## config.mk

```make
export PLATFORM = sky130hd
export DESIGN_NAME = led_seq_core
export DESIGN_NICKNAME = d
export VERILOG_FILES = /design/src/rtl/led_seq_pkg.sv /design/src/rtl/led_seq_prescaler.sv /design/src/rtl/led_seq_core.sv
export SDC_FILE = /design/constraint.sdc
export NUM_CORES = 1
export LEC_CHECK = 0
export ABC_AREA = 1
export CELL_PAD_IN_SITES_DETAIL_PLACEMENT = 1
export CELL_PAD_IN_SITES_GLOBAL_PLACEMENT = 1
export CORE_MARGIN = 2
export CORE_UTILIZATION = 46
export CTS_CLUSTER_DIAMETER = 80
export DETAILED_ROUTE_END_ITERATION = 8
export PLACE_DENSITY = 0.94
export SLEW_MARGIN = 20
export SYNTH_ARGS = -nofsm -noshare
export SYNTH_HDL_FRONTEND = slang
export SYNTH_SLANG_ARGS = --single-unit
export TNS_END_PERCENT = 50
```

## constraint.sdc

```tcl
create_clock -name clk -period 4 [get_ports clk]
set_input_delay 0.6 -clock clk [delete_from_list [all_inputs] [get_ports clk]]
set_output_delay 0.6 -clock clk [all_outputs]
set_load 0.02 [all_outputs]
```

## src/rtl/led_seq_pkg.sv

```systemverilog
// Shared definitions for the LED sequencer: opcodes, FSM states and the
// instruction word layout {OP[1:0], ARG_HI[PAT_W-1:0], ARG_LO[TIME_W-1:0]}.
package led_seq_pkg;

    localparam logic [1:0] OP_SHOW = 2'b00;
    localparam logic [1:0] OP_JUMP = 2'b01;
    localparam logic [1:0] OP_LOOP = 2'b10;
    localparam logic [1:0] OP_HALT = 2'b11;

    typedef enum logic [1:0] {
        ST_WAIT   = 2'b00,
        ST_DECODE = 2'b01,
        ST_SHOW   = 2'b10,
        ST_HALT   = 2'b11
    } state_e;

    function automatic int instr_w(input int pat_w, input int time_w);
        return 2 + pat_w + time_w;
    endfunction

    function automatic int arg_hi_lsb(input int time_w);
        return time_w;
    endfunction

    function automatic int op_lsb(input int pat_w, input int time_w);
        return pat_w + time_w;
    endfunction

endpackage

```

## src/rtl/led_seq_prescaler.sv

```systemverilog
// Time-unit prescaler: counts 0..TICK_DIV-1 while enabled and flags the
// last count of each unit on tick_o.
module led_seq_prescaler #(
    parameter int TICK_DIV = 3125000
) (
    input  logic clk_i,
    input  logic rst_ni,
    input  logic clr_i,
    input  logic en_i,
    output logic tick_o
);

    localparam int CNT_W = (TICK_DIV > 1) ? $clog2(TICK_DIV) : 1;
    localparam logic [CNT_W-1:0] LAST = CNT_W'(TICK_DIV - 1);
    localparam logic [CNT_W-1:0] ONE  = CNT_W'(32'd1);

    logic [CNT_W-1:0] cnt_q;

    assign tick_o = en_i && (cnt_q == LAST);

    // Clear wins over counting so a new SHOW always starts a fresh unit.
    always_ff @(posedge clk_i or negedge rst_ni) begin
        if (!rst_ni) begin
            cnt_q <= {CNT_W{1'b0}};
        end else if (clr_i) begin
            cnt_q <= {CNT_W{1'b0}};
        end else if (en_i) begin
            if (cnt_q == LAST) begin
                cnt_q <= {CNT_W{1'b0}};
            end else begin
                cnt_q <= cnt_q + ONE;
            end
        end else begin
            cnt_q <= cnt_q;
        end
    end

endmodule

```

## src/rtl/led_seq_core.sv

```systemverilog
// LED sequencer core: fetches words from a synchronous pattern ROM and runs
// SHOW / JUMP / LOOP / HALT with pause and restart control.
module led_seq_core
    import led_seq_pkg::*;
#(
    parameter int PAT_W    = 8,
    parameter int ADDR_W   = 8,
    parameter int TIME_W   = 8,
    parameter int TICK_DIV = 3125000,
    parameter int ROM_LAT  = 1
) (
    input  logic                                clk,
    input  logic                                rst,
    output logic [ADDR_W-1:0]                   rd_addr,
    input  logic [instr_w(PAT_W, TIME_W)-1:0]   rd_data,
    input  logic                                pause,
    input  logic                                restart,
    output logic [PAT_W-1:0]                    out_pattern,
    output logic                                halted,
    output logic                                tick
);

    localparam int INSTR_W = instr_w(PAT_W, TIME_W);
    localparam logic [TIME_W-1:0] ZERO_T = {TIME_W{1'b0}};
    localparam logic [TIME_W-1:0] ONE_T  = TIME_W'(32'd1);
    localparam logic [TIME_W-1:0] TWO_T  = TIME_W'(32'd2);
    localparam logic [ADDR_W-1:0] ONE_A  = ADDR_W'(32'd1);
    // With a combinational ROM the data is ready immediately after a pc change.
    localparam state_e ST_AFTER_PC = (ROM_LAT == 0) ? ST_DECODE : ST_WAIT;

    state_e            state_q;
    logic [ADDR_W-1:0] pc_q;
    logic [PAT_W-1:0]  out_pattern_q;
    logic              halted_q;
    logic              loop_active_q;
    logic [TIME_W-1:0] loop_rem_q;
    logic [TIME_W-1:0] time_cnt_q;
    logic [TIME_W-1:0] dur_q;
    logic [1:0]        wait_cnt_q;

    logic [1:0]        op_s;
    logic [PAT_W-1:0]  arg_hi_s;
    logic [TIME_W-1:0] arg_lo_s;
    logic [ADDR_W-1:0] target_s;
    logic [ADDR_W-1:0] pc_inc_s;
    logic              wait_done_s;
    logic              presc_en_s;
    logic              presc_clr_s;
    logic              presc_tick_s;

    assign op_s        = rd_data[op_lsb(PAT_W, TIME_W) +: 2];
    assign arg_hi_s    = rd_data[arg_hi_lsb(TIME_W) +: PAT_W];
    assign arg_lo_s    = rd_data[TIME_W-1:0];
    assign target_s    = arg_hi_s[ADDR_W-1:0];
    assign pc_inc_s    = pc_q + ONE_A;
    assign wait_done_s = ({30'd0, wait_cnt_q} + 32'd1) >= 32'(ROM_LAT);

    assign presc_en_s  = (state_q == ST_SHOW) && !pause && !restart;
    assign presc_clr_s = restart || (state_q != ST_SHOW);

    led_seq_prescaler #(
        .TICK_DIV (TICK_DIV)
    ) u_prescaler (
        .clk_i  (clk),
        .rst_ni (rst),
        .clr_i  (presc_clr_s),
        .en_i   (presc_en_s),
        .tick_o (presc_tick_s)
    );

    assign rd_addr     = pc_q;
    assign out_pattern = out_pattern_q;
    assign halted      = halted_q;
    assign tick        = presc_tick_s;

    // Sequencer FSM: restart beats pause, and pause freezes everything else.
    always_ff @(posedge clk or negedge rst) begin
        if (!rst) begin
            state_q       <= ST_WAIT;
            pc_q          <= {ADDR_W{1'b0}};
            out_pattern_q <= {PAT_W{1'b0}};
            halted_q      <= 1'b0;
            loop_active_q <= 1'b0;
            loop_rem_q    <= ZERO_T;
            time_cnt_q    <= ZERO_T;
            dur_q         <= ZERO_T;
            wait_cnt_q    <= 2'd0;
        end else if (restart) begin
            state_q       <= ST_WAIT;
            pc_q          <= {ADDR_W{1'b0}};
            halted_q      <= 1'b0;
            loop_active_q <= 1'b0;
            loop_rem_q    <= ZERO_T;
            time_cnt_q    <= ZERO_T;
            wait_cnt_q    <= 2'd0;
        end else if (!pause) begin
            case (state_q)
                ST_WAIT: begin
                    if (wait_done_s) begin
                        state_q    <= ST_DECODE;
                        wait_cnt_q <= 2'd0;
                    end else begin
                        wait_cnt_q <= wait_cnt_q + 2'd1;
                    end
                end
                ST_DECODE: begin
                    wait_cnt_q <= 2'd0;
                    case (op_s)
                        OP_SHOW: begin
                            out_pattern_q <= arg_hi_s;
                            if (arg_lo_s == ZERO_T) begin
                                pc_q    <= pc_inc_s;
                                state_q <= ST_AFTER_PC;
                            end else begin
                                dur_q      <= arg_lo_s;
                                time_cnt_q <= ZERO_T;
                                state_q    <= ST_SHOW;
                            end
                        end
                        OP_JUMP: begin
                            pc_q    <= target_s;
                            state_q <= ST_AFTER_PC;
                        end
                        OP_LOOP: begin
                            state_q <= ST_AFTER_PC;
                            // loop_rem counts the jumps still owed after this one.
                            if (!loop_active_q) begin
                                if (arg_lo_s >= TWO_T) begin
                                    loop_active_q <= 1'b1;
                                    loop_rem_q    <= arg_lo_s - TWO_T;
                                    pc_q          <= target_s;
                                end else begin
                                    pc_q <= pc_inc_s;
                                end
                            end else if (loop_rem_q == ZERO_T) begin
                                loop_active_q <= 1'b0;
                                pc_q          <= pc_inc_s;
                            end else begin
                                loop_rem_q <= loop_rem_q - ONE_T;
                                pc_q       <= target_s;
                            end
                        end
                        OP_HALT: begin
                            state_q  <= ST_HALT;
                            halted_q <= 1'b1;
                        end
                        default: begin
                            state_q  <= ST_HALT;
                            halted_q <= 1'b1;
                        end
                    endcase
                end
                ST_SHOW: begin
                    if (presc_tick_s) begin
                        time_cnt_q <= time_cnt_q + ONE_T;
                        if ((time_cnt_q + ONE_T) == dur_q) begin
                            pc_q    <= pc_inc_s;
                            state_q <= ST_AFTER_PC;
                        end
                    end
                end
                ST_HALT: begin
                    halted_q <= 1'b1;
                end
                default: begin
                    state_q <= ST_WAIT;
                end
            endcase
        end
    end

endmodule

```

---- After elaboration in Yosys (flattened, before gate mapping) ----
Index checks and enable logic that the tools add are counted.
word-level totals
  flip-flop bits (word level) ............. 68
  bits in latches ......................... 0
  bits in writable memories ............... 0
  ROM bits ................................ 0
  output and inout bits ................... 18
  word-level logic and storage cells ...... 118
  memories kept ........................... 0
operators by class
  $add $sub $neg .......................... 7
  multipliers ............................. 0
  div/mod/pow operators ................... 0
  $lt $le $gt $ge ......................... 2
  equality and inequality tests ........... 19
  shift-type cells ........................ 0
  mux-type cells .......................... 49
  bitwise operators ....................... 3
  reduce and logical (&&, ||, !) cells .... 28
operators by type and width
  kind                                                                      number
  8-bit two-way mux                                                         20
  22-bit two-way mux                                                        3
  8-bit case mux with 2 select lines                                        2
  8-bit case mux with 3 select lines                                        1
  22-bit by 1-bit adder with 22-bit output (second input constant)          1
  22-bit equality test (second input constant)                              1
  5-bit AND reduction                                                       4
  2-bit two-way mux                                                         9
  8-bit by 1-bit adder with 8-bit output (second input constant)            2
  8-bit zero test                                                           2
  3-bit inequality test (second input constant)                             4
  2-bit case mux with 3 select lines                                        2
  3-bit nonzero test                                                        4
  1-bit two-way mux                                                         10
  3-bit by 2-bit inequality test with 1-bit output (second input constant)  3
  2-bit equality test (second input constant)                               4
  8-bit equality test                                                       1
  8-bit by 2-bit >= comparator with 1-bit output (second input constant)    1
  8-bit by 1-bit subtractor with 8-bit output (second input constant)       1
  8-bit by 2-bit subtractor with 8-bit output (second input constant)       1
  3-bit AND reduction                                                       2
  6-bit AND reduction                                                       1
  2-bit nonzero test                                                        3
  5-bit by 3-bit inequality test with 1-bit output (second input constant)  1
  18 further kinds                                                          25

---- Logic depth before layout (Yosys ltp) ----
  word-level depth ........................ 8
  gate-level depth with buffers ........... 14
  gate-level depth less buffers ........... 13

---- Cells and area by module ----
Synthesis repeated with hierarchy kept, for this count alone.
second synthesis, totals
  cells, all modules ...................... 686
  area total of the unflattened synthesis .. 4,767.1 um2
by module, submodules not included
  module             instances  cells an instance  area each (um2)
  led_seq_core       1          486                3,354.5
  led_seq_prescaler  1          200                1,412.6

---- Worst setup path before layout ----
OpenSTA, ideal clock, no wires.
  kind .................................... in2out
  start point ............................. in restart
  end point ............................... out tick
  arrival ................................. 1.434 ns
  slack ................................... 1.966 ns
  cell stages on the path ................. 4
  path buffers ............................ 1
  cells stage by stage .................... buf_2 -> nor2_1 -> inv_1 -> nor3_1
between the ends
  longest elaborated chain between the ends .. 3
ends and longest elaborated chain
  element            line                     RTL
  start, declared    led_seq_core.sv:17       input logic restart,
  1-bit zero test    led_seq_core.sv:58       assign presc_en_s = (state_q == ST_SHOW) && !pause && !restart;
  1-bit logical AND  led_seq_core.sv:58
  1-bit logical AND  led_seq_prescaler.sv:19  assign tick_o = en_i && (cnt_q == LAST);
  end, declared      led_seq_core.sv:20       output logic tick
No other way between the ends.

---- Worst setup path in the final report ----
Same ends and word-level chain as after synthesis.

==> flow_metrics.py <==
metrics = {
    "clocking": {
        "clk_latency_ns": 0.35,
        "cts_buffers": 9,
        "cts_tree": "done",
        "clkSinkCount": 68,
        "clk_pin_slew_ns": 0.08,
        "ctsHtreeMaxLevel": 3,
        "cts_hold_buf": 0,
        "cts_root_buf": "clkbuf_8",
        "postCtsSetupRepairBufs": 0,
        "cts_resized": 0,
        "cts_buffer_depth": 2,
    },
    "drt": {
        "antenna_left": 0,
        "dr_total_vias": 4554,
        "drc": 0,
        "drtIter0Drc": 170,
        "drt_wl_total_um": 13900,
        "viasPerCell": 5.63,
        "routedWlPerCell_um": 17.1,
        "dr.pass1.iters": 4,
    },
    "setup_path": {
        "cp-start-kind": "input pin",
        "cp.buffers_inverters": 3,
        "crit_slowest_cell": "clkdlybuf4s50_1",
        "critical_path.most_common_cell": "clkdlybuf4s50_1",
        "crit_fanout": 11,
        "crit_path_cell_trace": "clkdlybuf4s50_1 > nor2_1 > inv_1 > nor3_1 > clkdlybuf4s50_1",
        "worstSetupPathType": "input pin to primary output",
        "cp.required_ns": 3.40,
        "critPathMaxStageDelay_ns": 0.67,
        "crit_path_end_kind": "primary output",
        "cp_top_family": "buffers and inverters",
        "cp.arrival_ns": 2.53,
        "r2r_slack_ns": 1.48,
    },
    "timing": {
        "min_period_over_period": 0.783,
        "rsz0062_at_grt": "false",
        "max_freq_mhz": 319,
        "finalSetupViolCount": 0,
        "slew_headroom": 0.546,
        "tightest_slew_ns": 0.679,
        "skew_ns": 0.0112,
        "worst_hold_slack_ns": 0.252,
        "fin_crit_ns": 3.13,
        "hold_viol_final": 0,
        "tns_ns": 0,
        "slew_viol_final": 0,
    },
    "floorplan": {
        "num_io_pins": 40,
        "coreArea_um2": 9770,
        "die_y_um": 104,
        "start_util": 0.475,
        "floorplan.rows": 36,
        "die_w_um": 104,
        "die_area_um2": 10900,
    },
    "placement": {
        "gp_congestion": 0.869,
        "io_buffers": 39,
        "dp_hpwl_um": 10200,
        "place_area_um2": 5140,
    },
    "logic_synthesis": {
        "ys.flop_type": "dfrtp_1",
        "yosys.area_share.simple": 0.336,
        "synth.top_cells.by_area": "dfrtp_1 (37%), nand2_1 (12%), nand3_1 (7.4%)",
        "syn_area_um2": 4640,
        "syn_avg_cell_area_um2": 7.36,
        "synth_top_family_by_area": "simple AND/OR/NAND/NOR gates",
        "synth_warnings": 0,
        "yosysSeqAreaShare": 0.366,
        "synth.area.mux_share": 0,
        "synthCells": 631,
        "synth.distinct_cells": 43,
        "synth_fa_ha_area_frac": 0.0458,
        "synth_top_area_frac": 0.366,
        "synth_edf_count": 0,
        "post-synth-top-count-cell": "nand2_1",
        "synth_xor_xnor_area_share": 0.0377,
        "synthArstFlopShare": 1.00,
        "yosysTopAreaCell": "dfrtp_1",
        "ys_seq_elements": 68,
        "synth_compound_area_frac": 0.125,
        "synth_common_cells": "nand2_1 (154), inv_1 (74), nand3_1 (69), dfrtp_1 (68), nor2_1 (43)",
        "synth_fp_nets": 670,
    },
    "status": {
        "outcome": "finished clean",
    },
    "global_routing": {
        "grt-ovfl-total": 0,
        "grt_pass1_vias": 4961,
        "grtUsageTotal": 0.266,
        "antenna_found_initial": 0,
        "grt_pass1_wl_um": 23500,
        "grt_max_degree": 45,
    },
    "power_and_ir_drop": {
        "p_seq_frac": 0.389,
        "leakage_uw": 0.00238,
        "fin_total_pwr_uw": 2460,
        "comb_power_share": 0.381,
        "peakVddDrop_mv": 0.200,
        "p_int_uw": 1470,
        "switching_power_uw": 989,
        "powerDensity_nw_per_um2": 462,
        "p_sw_frac": 0.403,
        "power_frac_clock": 0.230,
    },
    "layout": {
        "drive_above_1_share": 0.121,
        "fin_area_um2": 5320,
        "nets": 710,
        "area_growth_syn_to_layout_pct": 14.6,
        "antennaDiodeCount": 0,
    },
    "hold_path": {
        "hold_path.class": "input pin to asynchronous set/reset pin",
    },
    "run": {
        "max-cap-violations": 0,
    },
}
-- power groups by stage --
stage	clock network (µW)	registers, µW	logic [µW]
after CTS	574	955	942
after floorplan	0	1010	542
after detailed placement	0	968	929
after global placement	0	956	880
final	565	956	936
after global routing	597	975	1060
-- cell families after synthesis --
kind of cell,Yosys count
adders and majority gates,17
xor gates and xnor gates,20
buffers and inverters,101
DFF,68
and+or+nand+nor,327
AOI/OAI and AO/OA,98
-- metrics by stage --
stage | setup slack, ns | instances | utilization
floorplan | 1.97 | 631 | -
global placement | 0.932 | 793 | 0.526
detailed placement | 0.873 | 793 | 0.526
CTS | 0.855 | 809 | 0.545
global route | 0.791 | 809 | 0.545
finish | 0.869 | 809 | 0.545
-- state kept, by name, indices dropped and copies added (netlist names) --
signal and count:
wait_cnt_q 2, state_q 2, u_prescaler.cnt_q 22, rd_addr 8, out_pattern 8, halted 1
loop_rem_q 8, dur_q 8, time_cnt_q 8, loop_active_q 1
-- worst register-to-register path: cells and delay by family (launching register included) --
kind	cells	cell delay, ns
buffers and inverters	4	0.96
and+or+nand+nor	2	0.49
DFF	1	0.42
AOI/OAI and AO/OA	2	0.31
adders and majority gates	1	0.23
-- per-layer routing --
metal / up-vias / GRT usage / part of all wire
li1: 2142 / - / -
met1: 2277 / 0.319 / 0.43
met2: 102 / 0.475 / 0.52
met3: 33 / 0.0439 / 0.034
met4: 0 / 0.0985 / 0.023
met5: - / 0 / 0
-- cells in the final DEF (no fill, tap or decap), types with 3 or more instances in the layout --
cell type / Yosys / routed
a21oi_1: 19 / 19
dfrtp_1: 68 / 68
ha_1: 17 / 17
nand4_1: 9 / 9
xor2_1: 17 / 17
nor2_2: 12 / 12
inv_2: 10 / 10
clkbuf_8: 0 / 9
nor2_1: 43 / 43
o22ai_1: 16 / 16
xnor2_1: 3 / 3
nand2_1: 154 / 154
clkdlybuf4s50_1: 0 / 38
inv_1: 74 / 74
nor4_1: 3 / 3
nand2_2: 8 / 8
clkinv_2: 3 / 6
nand2_4: 3 / 3
nor2_4: 4 / 4
nor3_1: 7 / 7
o21ai_2: 9 / 9
nand3_2: 8 / 8
nand3_1: 69 / 69
o21ai_0: 40 / 40
-- final timing paths --
check,from,to,cells after the start
min in group clk,out_pattern[1],out_pattern[1],2
max in group asynchronous,rst,halted,2
setup / recovery,restart,tick,5
hold / removal,rst,time_cnt_q[3],1
setup reg to reg,state_q[0],u_prescaler.cnt_q[7],9
hold reg to reg,out_pattern[1],out_pattern[1],2
-- final cells by class --
| class | count | area [µm²] |
|---|---|---|
| clock buffer | 11 | 131 |
| clock inverter | 5 | 52.6 |
| fill | 1298 | 4450 |
| inverter | 89 | 338 |
| multi-input combinational | 462 | 2530 |
| sequential | 68 | 1700 |
| tap | 133 | 166 |
| timing repair buffer | 41 | 400 |
Note: power is estimated with default switching activity, not from simulation.
